`src/rtl/alu_arbiter.sv`:
```
// Round-robin arbiter sharing one combinational RV32 ALU between two requesters.
// Optional macro ALU_ARB_LOCK_EN adds req_lock[1:0] to pin grants to one owner.
module alu_arbiter #(
  parameter int XLEN = 32,
  parameter int OP_W = 4
) (
  input  logic            clk,
  input  logic            rst_n,
  input  logic [1:0]      req_valid,
  output logic [1:0]      req_ready,
  input  logic [OP_W-1:0] req0_sel,
  input  logic [OP_W-1:0] req1_sel,
  input  logic [XLEN-1:0] req0_a,
  input  logic [XLEN-1:0] req1_a,
  input  logic [XLEN-1:0] req0_b,
  input  logic [XLEN-1:0] req1_b,
`ifdef ALU_ARB_LOCK_EN
  input  logic [1:0]      req_lock,
`endif
  output logic [1:0]      resp_valid,
  input  logic [1:0]      resp_ready,
  output logic [XLEN-1:0] resp_data,
  output logic            resp_err,
  output logic [OP_W-1:0] alu_sel,
  output logic [XLEN-1:0] alu_a,
  output logic [XLEN-1:0] alu_b,
  input  logic [XLEN-1:0] alu_result
);

  typedef enum logic [1:0] {IDLE, EXEC, RESP} state_t;

  typedef struct packed {
    logic [OP_W-1:0] sel;
    logic [XLEN-1:0] a;
    logic [XLEN-1:0] b;
  } alu_req_t;

  state_t   state;
  alu_req_t op_q, req_mux;
  logic     owner, last_grant, grant, gnt_vld, accept, legal;
`ifdef ALU_ARB_LOCK_EN
  logic     lock_q;
`endif

  // Legal set is 0..9 plus B_OUT (11); 10 and 12..15 are reserved.
  function automatic logic is_legal(input logic [OP_W-1:0] s);
    return (s <= OP_W'(9)) || (s == OP_W'(11));
  endfunction

  always_comb begin
    grant   = req_valid[1] & (~req_valid[0] | ~last_grant);
    gnt_vld = |req_valid;
`ifdef ALU_ARB_LOCK_EN
    if (lock_q) begin
      grant   = owner;
      gnt_vld = req_valid[owner];
    end
`endif
  end

  assign req_ready = (state == IDLE && gnt_vld) ? (2'b01 << grant) : 2'b00;
  assign accept    = |(req_valid & req_ready);
  assign req_mux   = grant ? alu_req_t'{req1_sel, req1_a, req1_b}
                           : alu_req_t'{req0_sel, req0_a, req0_b};
  assign legal     = is_legal(req_mux.sel);

  // ALU inputs come only from the operand regs, so they hold between ops.
  assign alu_sel = op_q.sel;
  assign alu_a   = op_q.a;
  assign alu_b   = op_q.b;

  always_ff @(posedge clk or negedge rst_n) begin
    if (!rst_n) begin
      state      <= IDLE;
      op_q       <= '0;
      owner      <= 1'b0;
      last_grant <= 1'b1;
      resp_data  <= '0;
      resp_err   <= 1'b0;
      resp_valid <= 2'b00;
`ifdef ALU_ARB_LOCK_EN
      lock_q     <= 1'b0;
`endif
    end else begin
      case (state)
        IDLE: if (accept) begin
          owner <= grant;
`ifdef ALU_ARB_LOCK_EN
          lock_q <= req_lock[grant];
`endif
          if (legal) begin
            op_q       <= req_mux;
            last_grant <= grant;
            state      <= EXEC;
          end else begin
            // Illegal op skips the ALU entirely and reports straight away.
            resp_data  <= '0;
            resp_err   <= 1'b1;
            resp_valid <= 2'b01 << grant;
            state      <= RESP;
          end
        end
        EXEC: begin
          resp_data  <= alu_result;
          resp_err   <= 1'b0;
          resp_valid <= 2'b01 << owner;
          state      <= RESP;
        end
        RESP: if (resp_ready[owner]) begin
          resp_valid <= 2'b00;
          state      <= IDLE;
        end
        default: state <= IDLE;
      endcase
    end
  end

endmodule

```
`config.mk`:
```
export PLATFORM = sky130hd
export DESIGN_NAME = alu_arbiter
export DESIGN_NICKNAME = d
export VERILOG_FILES = /design/src/rtl/alu_arbiter.sv
export SDC_FILE = /design/constraint.sdc
export NUM_CORES = 1
export LEC_CHECK = 0
export ABC_AREA = 1
export CELL_PAD_IN_SITES_DETAIL_PLACEMENT = 0
export CELL_PAD_IN_SITES_GLOBAL_PLACEMENT = 1
export CORE_MARGIN = 8
export CORE_UTILIZATION = 29
export CTS_CLUSTER_SIZE = 40
export DETAILED_ROUTE_END_ITERATION = 8
export HOLD_SLACK_MARGIN = 0.15
export PLACE_DENSITY_LB_ADDON = 0.1
export RECOVER_POWER = 25
export SYNTH_ARGS = -nofsm -noshare
export SYNTH_HDL_FRONTEND = slang
export SYNTH_SLANG_ARGS = --single-unit
```
`constraint.sdc`:
```
create_clock -name clk -period 4.19 [get_ports clk]
set_input_delay 1.0475 -clock clk [delete_from_list [all_inputs] [get_ports clk]]
set_output_delay 1.0475 -clock clk [all_outputs]
set_load 0.1 [all_outputs]
```
==> results.cfg, run 1 <==
[outcome]
status = finished, violations left
violations = max-capacitance violations, max-slew violations

[floorplan]
ios = 279
rows = 47
fp.dieW_um = 146
die_h_um = 146
dieArea_um2 = 21300
core_um2 = 16500
start_util_pct = 29.6

[synth]
synth_area_um2 = 4880
ys_types = 22
synth-xor-area-share_pct = 0
synth_compound_area_share_pct = 7.84
synthMuxAreaShare_pct = 13.1
synth_top_family_by_area = simple AND/OR/NAND/NOR gates
ys_async_sr_fraction_pct = 100
seq_area_frac_synth_pct = 54.8
yosys_warnings = 0
avgSynthCellArea_um2 = 9.67
synth-simple-area-share_pct = 18.4
synth_edf_count = 0
synthAdderAreaFrac_pct = 1.02
synth_seq_cells = 107
syn_inst = 505
synthesis.nets = 683
ys.flop_type = dfrtp_1

[sta]
finalSetupViolCount = 0
max_freq_mhz = 294
max-slew-margin-rel_pct = -17.1
drv_slew = 69
tightestPinTransition_ps = 1760
finalHoldViolations = 0
post-route-period-util_pct = 81.2
rsz0062_at_grt = false
fin_skew_ps = 7.01
setup_tns_ps = 0
min_period_ps = 3400

[routing]
drt_iter0_markers = 132
drt_wl_total_um = 16900
route.vias.total = 4499
detail_route.wl_per_cell_um = 17.0
vias_per_cell = 4.54
firstDrtPassIters = 4
drc_errors = 0
postRouteAntennaNets = 0

[worst_setup_path]
cp_max_fo = 20
required_ps = 3140
crit_path_top_delay_cell = clkdlybuf4s50_1
crit_type = input pin to primary output
crit_chain = clkdlybuf4s50_1, nand2_1, nand2_4, inv_2, nor2_1, buf_12
critPathMaxStageDelay_ps = 470
end_kind = primary output
start_kind = input pin
arrival_ps = 2360

[finish]
multi_input_area_um2 = 1970
num-fill-cells = 1510
most-common-layout-cells = clkdlybuf4s50_1, nand2_1, dfrtp_1
layout_commonest_cell = clkdlybuf4s50_1
nets = 946
antenna_cells = 0
seq_area_um2 = 2680
layout-drive-gt1-share_pct = 4.15
syn_to_final_growth_pct = 67.0

[global_routing]
track_usage_pct = 15.9
grt_first_pass_wirelength_um = 26800
grt_antenna_before_repair = 2
grt_overflow = 0
grt_max_degree = 69
grt_pass1_vias = 4909

[clock_network]
clock_latency_ps = 340
post_cts_buffers = 0
path_clk_slew_ps = 70
cts_resized = 0
htreeDepth = 3
clock_sinks = 107
postCtsHoldBufs = 0
clk_path_buf_depth = 2
root_buffer = clkbuf_16
cts_tree = built
cts_made_buffers = 9

[placed_design]
gp_congestion = 0.727
place_hpwl_um = 13200
io_buffer_count = 278

[job]
cap_violations = 1

[min_path]
worst_hold_path_type = register to register
cell families after synthesis:
group           Yosys count
fa+ha+maj                 4
mux                      64
compound gates           75
simple gates            210
buf+inv                  45
flops                   107
worst max-delay path, delay by kind of cell:
| kind | cells | cell delay (ps) |
|---|---|---|
| and+or+nand+nor | 3 | 560 |
| buffers and inverters | 3 | 740 |
state kept, by name (all words and copies together), names as in the netlist:
register	count
alu_b	32
resp_err	1
last_grant	1
alu_a	32
alu_sel	4
owner	1
resp_data	32
resp_valid	2
state	2
final timing paths:
check | slack, ps | depth (start not counted) | start | endpoint
max in group asynchronous | 1190 | 2 | rst_n | alu_a[27]$_DFFE_PN0P_
setup / recovery | 790 | 6 | req_valid[0] | req_ready[0]
hold / removal | 470 | 2 | resp_data[26]$_DFFE_PN0P_ | resp_data[26]$_DFFE_PN0P_
min in group asynchronous | 1150 | 1 | rst_n | alu_b[20]$_DFFE_PN0P_
hold reg to reg | 470 | 2 | resp_data[26]$_DFFE_PN0P_ | resp_data[26]$_DFFE_PN0P_
setup reg to reg | 1760 | 7 | state[1]$_DFFE_PN0P_ | resp_data[23]$_DFFE_PN0P_
area by class of cell:
cell class,count,area share [%]
flip-flops and latches,107,32.8
inverters,11,0.506
clock buffers,11,2.98
clock inverters,4,0.921
repair buffers,286,35.2
multi-input cells,353,24.2
well taps,220,3.38
per-layer routing:
| metal | track usage (%) | up-vias | wire (um) | part of all wire [%] |
|---|---|---|---|---|
| li1 | - | 2231 | - | - |
| met1 | 17.5 | 2052 | 6690 | 40 |
| met2 | 26.5 | 185 | 8130 | 48 |
| met3 | 6.84 | 27 | 1620 | 9.6 |
| met4 | 6.25 | 4 | 411 | 2.4 |
| met5 | 0 | - | 20 | 0.12 |
synth_stat cells, types with 2 or more instances:
| master | count | share of area, % |
|---|---|---|
| o21ai_0 | 31 | 3.2 |
| nand4_1 | 32 | 4.1 |
| mux2i_1 | 64 | 13 |
| o21ai_1 | 41 | 4.2 |
| nand2_4 | 2 | 0.46 |
| ha_1 | 4 | 1.0 |
| nand3_1 | 8 | 0.82 |
| inv_1 | 10 | 0.77 |
| buf_6 | 5 | 1.2 |
| nor2_1 | 4 | 0.31 |
| nand2_2 | 3 | 0.38 |
| clkbuf_1 | 11 | 0.85 |
| buf_2 | 16 | 1.6 |
| dfrtp_1 | 106 | 54 |
| nand2_1 | 161 | 12 |
per-stage QoR:
| step | hold slack [ps] | cell area [um2] | instances | setup slack, ps | util (%) |
|---|---|---|---|---|---|
| after CTS | 475 | 8170 | 992 | 773 | 49.5 |
| after global routing | 496 | 8160 | 992 | 665 | 49.4 |
| after floorplan | 469 | 4880 | 505 | 215 | - |
| final | 471 | 8160 | 992 | 786 | 49.4 |
| after global placement | 452 | 7860 | 977 | 787 | 47.5 |
| after detailed placement | 458 | 7860 | 977 | 788 | 47.5 |
Power of run 1 is left out: the tool's default activity adds up to more than one toggle a clock period on the data nets, which glitch-free logic cannot reach.
==> run 2: changes to the inputs <==
--- a/config.mk
+++ b/config.mk
@@ -9,7 +9,7 @@
 export CELL_PAD_IN_SITES_DETAIL_PLACEMENT = 0
 export CELL_PAD_IN_SITES_GLOBAL_PLACEMENT = 1
 export CORE_MARGIN = 8
-export CORE_UTILIZATION = 29
+export CORE_UTILIZATION = 25
 export CTS_CLUSTER_SIZE = 40
 export DETAILED_ROUTE_END_ITERATION = 8
 export HOLD_SLACK_MARGIN = 0.15
==> constraint.sdc (replaced) <==
create_clock -name clk -period 3 [get_ports clk]
set_input_delay 0.75 -clock clk [delete_from_list [all_inputs] [get_ports clk]]
set_output_delay 0.75 -clock clk [all_outputs]
set_load 0.1 [all_outputs]
==> results.cfg, run 2 (synthesis gave the netlist of run 1 again) <==
[worst_setup_path]
end_kind = primary output
start_kind = input pin
r2r_setup_slack_ps = 1060
cp_max_fo = 4
r2r_end = alu_a[21]$_DFFE_PN0P_
r2r_start = last_grant$_DFFE_PN1P_
arrival_ps = 1900
rr_worst_depth = 10
required_ps = 2250
crit_type = input pin to primary output

[clock_network]
clock_latency_ps = 350
cts_resized = 0
clk_path_buf_depth = 2
postCtsHoldBufs = 0
clock_sinks = 107
htreeDepth = 3
cts_made_buffers = 9
cts_tree = built
root_buffer = clkbuf_16
path_clk_slew_ps = 70
post_cts_buffers = 0

[floorplan]
fp.dieW_um = 156
rows = 51
start_util_pct = 25.3
die_h_um = 156
core_um2 = 19300
dieArea_um2 = 24300
ios = 279

[sta]
tightestPinTransition_ps = 1820
fin_skew_ps = 10.5
rsz0062_at_grt = false
min_period_ps = 2650
drv_slew = 32
max-slew-margin-rel_pct = -21.6
max_freq_mhz = 377
finalSetupViolCount = 0
setup_tns_ps = 0
finalHoldWorstSlack_ps = 477
finalHoldViolations = 0
setup_ws_ps = 346
post-route-period-util_pct = 88.5

[outcome]
violations = max-capacitance violations, max-slew violations
status = finished, violations left

[routing]
postRouteAntennaNets = 0
drt_wl_total_um = 17700
firstDrtPassIters = 4
drc_errors = 0
detail_route.wl_per_cell_um = 17.0
route.vias.total = 4529
vias_per_cell = 4.35
drt_iter0_markers = 194

[min_path]
hold_path_depth = 2
worstHoldEndpoint = resp_data[18]$_DFFE_PN0P_
worst_hold_path_type = register to register
hold_start = resp_data[18]$_DFFE_PN0P_

[finish]
layout-drive-gt1-share_pct = 18.1
syn_to_final_growth_pct = 64.2
multi_input_area_um2 = 1980
num-fill-cells = 1970
antenna_cells = 0
layout_commonest_cell = clkdlybuf4s50_1
nets = 951
seq_area_um2 = 2680
most-common-layout-cells = clkdlybuf4s50_1, nand2_1, buf_4

[global_routing]
grt_pass1_vias = 4725
grt_max_degree = 60
track_usage_pct = 14.4
grt_first_pass_wirelength_um = 27000
grt_antenna_before_repair = 2
grt_overflow = 0

[placed_design]
place_hpwl_um = 14000
gp_congestion = 0.792
dp_slack_ps = 352
io_buffer_count = 278

[job]
cap_violations = 1
run 2: cell types whose count changed in the layout (fill, tap and decap cells not counted), sizes merged:
cell           before  now
buf                 9  118
bufinv              2    1
clkdlybuf4s50     275  172
clkinvlp            2    1
inv                11   12
run 2: layout make-up:
class	count	area share [%]
Tap cell	265	4.13
Timing Repair Buffer	291	33.5
Sequential cell	107	33.4
Inverter	11	0.515
Clock buffer	12	3.20
Multi-Input combinational cell	353	24.7
Clock inverter	3	0.577
run 2: per-layer routing:
metal | part of all wire, % | global-route usage (%) | up-vias
li1 | - | - | 2245
met4 | 2.1 | 5.27 | 4
met5 | 0.10 | 0 | -
met2 | 48 | 24.1 | 174
met3 | 8.7 | 5.62 | 20
met1 | 41 | 16.3 | 2086
run 2: stage by stage:
step                util (%)  cells  instance area, um2
CTS                     41.5   1042                8020
floorplan                  -    505                4890
detailed placement      39.9   1027                7720
global placement        39.9   1027                7720
global route            41.5   1042                8020
finish                  41.5   1042                8020
run 2: how the worst max path moves through the flow:
stage | from | endpoint | slack [ps] | depth (start not counted)
floorplan | req_valid[0] | req_ready[1] | 100 | 5
global placement | req_valid[1] | req_ready[0] | 360 | 4
detailed placement | req_valid[1] | req_ready[0] | 350 | 4
CTS | req_valid[1] | req_ready[0] | 350 | 4
global route | req_valid[1] | req_ready[0] | 290 | 4
finish | req_valid[1] | req_ready[0] | 350 | 4
run 2: critical path, cell delays in order:
cell             delay, ps
clkdlybuf4s50_1        570
o21ai_0                180
nor2_2                 200
buf_12                 190
Power of run 2 is left out for the same reason.
==> run 3: changes to the inputs <==
--- a/config.mk
+++ b/config.mk
@@ -8,6 +8,7 @@
 export ABC_AREA = 1
 export CELL_PAD_IN_SITES_DETAIL_PLACEMENT = 0
 export CELL_PAD_IN_SITES_GLOBAL_PLACEMENT = 1
+export CORE_ASPECT_RATIO = 1.75
 export CORE_MARGIN = 8
 export CORE_UTILIZATION = 25
 export CTS_CLUSTER_SIZE = 40
==> results.cfg, run 3 (synthesis gave the netlist of run 1 again) <==
[floorplan]
die_h_um = 201
dieArea_um2 = 24400
start_util_pct = 25.4
rows = 67
core_um2 = 19200
ios = 279
fp.dieW_um = 122

[placed_design]
place_hpwl_um = 14100
io_buffer_count = 278
place_area_um2 = 7670
gp_congestion = 0.768
placed_cells = 1000

[global_routing]
grt_busiest_layer = met2
grt_pass1_vias = 4880
grt_first_pass_wirelength_um = 27400
grt_antenna_before_repair = 2
track_usage_pct = 14.5
met1_usage_pct = 14.5
met3_usage_pct = 5.46
grt_overflow = 0
grt_max_degree = 63
grtUsageMet2_pct = 26.4

[clock_network]
htreeDepth = 3
post_cts_buffers = 0
root_buffer = clkbuf_16
postCtsHoldBufs = 0
clk_path_buf_depth = 2
cts_resized = 0
clock_latency_ps = 340
path_clk_slew_ps = 60
cts_made_buffers = 9
clock_sinks = 107
cts_tree = built

[worst_setup_path]
required_ps = 2250
start_kind = input pin
end_kind = primary output
cp_max_fo = 4
crit_type = input pin to primary output
arrival_ps = 1950

[finish]
most-common-layout-cells = clkdlybuf4s50_1, nand2_1, buf_4
num-fill-cells = 1926
fin_cells = 1015
layout-drive-gt1-share_pct = 17.7
final_area_um2 = 7920
nets = 948
antenna_cells = 0
syn_to_final_growth_pct = 62.2
layout_commonest_cell = clkdlybuf4s50_1

[job]
cap_violations = 0

[sta]
post-route-period-util_pct = 90.2
rsz0062_at_grt = false
max_freq_mhz = 370
min_period_ps = 2700
drv_slew = 0
max-slew-margin-rel_pct = 17.6
tightestPinTransition_ps = 1240
finalSetupViolCount = 0
setup_tns_ps = 0
fin_skew_ps = 5.23
finalHoldViolations = 0

[routing]
route.vias.total = 4547
postRouteAntennaNets = 0
vias_per_cell = 4.48
drt_iter0_markers = 204
firstDrtPassIters = 4
detail_route.wl_per_cell_um = 17.7
drc_errors = 0
drt_wl_total_um = 17900

[min_path]
worst_hold_path_type = register to register

[outcome]
status = complete, no violations
run 3: per-stage QoR:
stage / setup slack (ps) / util, % / hold WS (ps)
2_1_floorplan: 95.2 / - / 454
6_report: 295 / 41.3 / 474
3_5_place_dp: 311 / 39.9 / 464
4_1_cts: 320 / 41.3 / 281
5_1_grt: 237 / 41.3 / 496
3_3_place_gp: 343 / 39.9 / 459
run 3: layer usage:
metal,share of wire (%),vias up
met5,0.12,-
met1,36,2104
met2,54,183
li1,-,2238
met4,1.4,4
met3,9.1,18
run 3: area by class of cell:
class	count	area, um2	area share [%]
flip-flops and latches	107	2680	33.8
repair buffers	288	2660	33.6
multi-input cells	353	1980	25.0
well taps	241	302	3.81
clock buffers	12	246	3.11
inverters	11	41.3	0.521
clock inverters	3	15.0	0.189
run 3: worst paths after layout:
path                            slack [ps]                         to                       from  depth (start not counted)
worst max-delay path                   300               req_ready[0]               req_valid[1]                          4
worst min-delay path                   470  resp_data[21]$_DFFE_PN0P_  resp_data[21]$_DFFE_PN0P_                          2
worst max register to register         980       alu_b[7]$_DFFE_PN0P_       state[1]$_DFFE_PN0P_                          8
worst min register to register         470  resp_data[21]$_DFFE_PN0P_  resp_data[21]$_DFFE_PN0P_                          2
max in group asynchronous              950       alu_b[4]$_DFFE_PN0P_                      rst_n                          2
min in group asynchronous              650  resp_data[21]$_DFFE_PN0P_                      rst_n                          1
run 3: worst max-delay path: stages:
cell and delay, ps:
clkdlybuf4s50_1 570, o21ai_0 200, nor2_2 230, buf_12 200
Power of run 3 is left out for the same reason.
==> edit (flow settings as in run 3) <==
Set the parameter `XLEN` to 64 (it was 32).
--- a/src/rtl/alu_arbiter.sv
+++ b/src/rtl/alu_arbiter.sv
@@ -1,7 +1,7 @@
 // Round-robin arbiter sharing one combinational RV32 ALU between two requesters.
 // Optional macro ALU_ARB_LOCK_EN adds req_lock[1:0] to pin grants to one owner.
 module alu_arbiter #(
-  parameter int XLEN = 32,
+  parameter int XLEN = 64,
   parameter int OP_W = 4
 ) (
   input  logic            clk,
Interface: changed (8 resized); port bits go from 279 to 535. The function was not compared with the original's and may differ.
==> edit against run 3 <==
- the run now ends with capacitance limit, slew limit left
- worst setup slack improved by 0.0050 ns
- highest routed layer unchanged
- critical path depth unchanged
- sequential cell count rose by 96
- critical endpoint unchanged
- hold slack worse by 0.0051 ns
- routed wire length is 130% higher
- area after synthesis grew 86%
- largest cell class is now non-clock buffers
- cell area grew 95%
- cell count increased by 90%
Power is left out: the tool's default activity adds up to more than one toggle a clock period on the data nets, which glitch-free logic cannot reach.
==> edit: results (changes against run 3) <==
----------------------------------------------------
[Placement]
  Post-Place Cell Area ... 14,640 um^2 (+91%)
  DPL Wire Length ... 32.19 mm (+130%)
  Post-Place Setup Slack ... 0.1911 ns (-0.1198 ns)
  Placed Cells incl. Taps ... 1,889 (+89%)
  Placer's final routability congestion estimate ... 0.7716 (+0.52%)
  Count of input and output buffers ... 534 (+92%)

[Route]
  Initial DRC count ... 337 (+65%)
  Wire length on met2 ... 22.20 mm (+130%)
  Met1 WL ... 14.46 mm (+130%)
  Detailed route wirelength on metal3 ... 2.921 mm (+79%)
  Count of vias placed by the detailed router ... 8,462 (+86%)
  Routed length per instance ... 20.92 um (+18%)
  Routed wire length ... 40.41 mm (+130%)

[Global route]
  First-pass GRT wire length ... 58.92 mm (+120%)
  Global routing met3 resource utilization ... 0.05397 (-0.0006613)
  Global routing met1 resource utilization ... 0.1903 (+0.04489)
  Pin count of the biggest net entering global routing ... 73 (+16%)
  GR Util All Layers ... 0.1808 (+0.03586)
  M2 GR Usage ... 0.3411 (+0.07682)

[Synthesis]
  Count of different cell masters after synthesis ... 20 (-9.1%)
  Nets in the synthesized netlist ... 1,264 (+85%)
  Area fraction in compound gates after synthesis ... 0.07738 (-0.001003)
  Cell types with the largest area share after synthesis ... sky130_fd_sc_hd__dfrtp_1 56%, sky130_fd_sc_hd__mux2i_1 14%, sky130_fd_sc_hd__nand2_1 12%
  Post-synthesis area per instance ... 9.814 um^2 (+1.5%)
  Mux cell area share after synthesis ... 0.1410 (+0.009841)
  Number of enable-type register cells in the synthesized netlist ... 0 (unchanged)
  Top cells by instance count after synthesis ... 293 x sky130_fd_sc_hd__nand2_1, 202 x sky130_fd_sc_hd__dfrtp_1, 133 x sky130_fd_sc_hd__o21ai_1, 128 x sky130_fd_sc_hd__mux2i_1, 64 x sky130_fd_sc_hd__nand4_1

[Clock network]
  CTS max path bufs ... 3 (+1)
  H-Tree Level Count ... 1 (-2)
  Clock latency reported for the late side of the worst-skew pair ... 0.52 ns (+0.18 ns)
  Library cell used as clock root buffer ... sky130_fd_sc_hd__clkbuf_16
  Total CTS buffers ... 23 (+14)
  Post-cts sizing count ... 0 (unchanged)

[STA]
  Fin Hold WS ... 0.4693 ns (-0.005093 ns)
  Worst max-slew margin expressed relative to the limit ... -0.4195 (-0.5951)
  Slew Limit Fails ... 70 (+70)
  Final Skew ... 0.02074 ns (+0.01551 ns)

[Setup path]
  Crit path max-delay cell type ... sky130_fd_sc_hd__clkdlybuf4s50_1
  Reg-to-reg slack, setup ... 0.93 ns (-0.05 ns)
  Number of cells traversed by the worst register-to-register path ... 10 (+2)
  Start of the worst register-to-register path ... state[0]
  CP max stage delay ... 0.63 ns (+0.06 ns)
  Endpoint of the most critical register-to-register path ... resp_valid[0]

[Status]
  Failing checks ... capacitance limit, slew limit
  Status ... finished with violations

[Job]
  Number of max-cap violations ... 1 (+1)

[Final layout]
  Proportion of layout cells with a drive suffix above 1 ... 0.1918 (+0.01478)
  Number of nets in the final layout ... 1,782 (+88%)

[Hold path]
  End point of the worst hold path ... resp_data[51]
  Min-Delay Startpoint ... resp_data[51]

----------------------------------------------------
[edit: cell count changes after synthesis, moves of 3 or more]
cell                             run 3  this run
sky130_fd_sc_hd__buf_4               1        12
sky130_fd_sc_hd__mux2i_1            64       128
sky130_fd_sc_hd__buf_6               5         0
sky130_fd_sc_hd__o21ai_0            31         3
sky130_fd_sc_hd__nand4_1            32        64
sky130_fd_sc_hd__buf_2              16        42
sky130_fd_sc_hd__o21ai_1            41       133
sky130_fd_sc_hd__nand2_2             3         0
sky130_fd_sc_hd__dfrtp_1           106       202
sky130_fd_sc_hd__buf_1               0         4
sky130_fd_sc_hd__nand2_1           161       293
[edit: final cells by class]
| class | count | area (um^2) |
|---|---|---|
| Timing Repair Buffer | 564 | 5281 |
| Multi-Input combinational cell | 641 | 3632 |
| Clock buffer | 30 | 651.9 |
| Inverter | 11 | 41.29 |
| Sequential cell | 203 | 5081 |
| Fill cell | 3596 | 20450 |
| Antenna cell | 2 | 5.005 |
| Clock inverter | 11 | 186.4 |
| Tap cell | 470 | 588.1 |
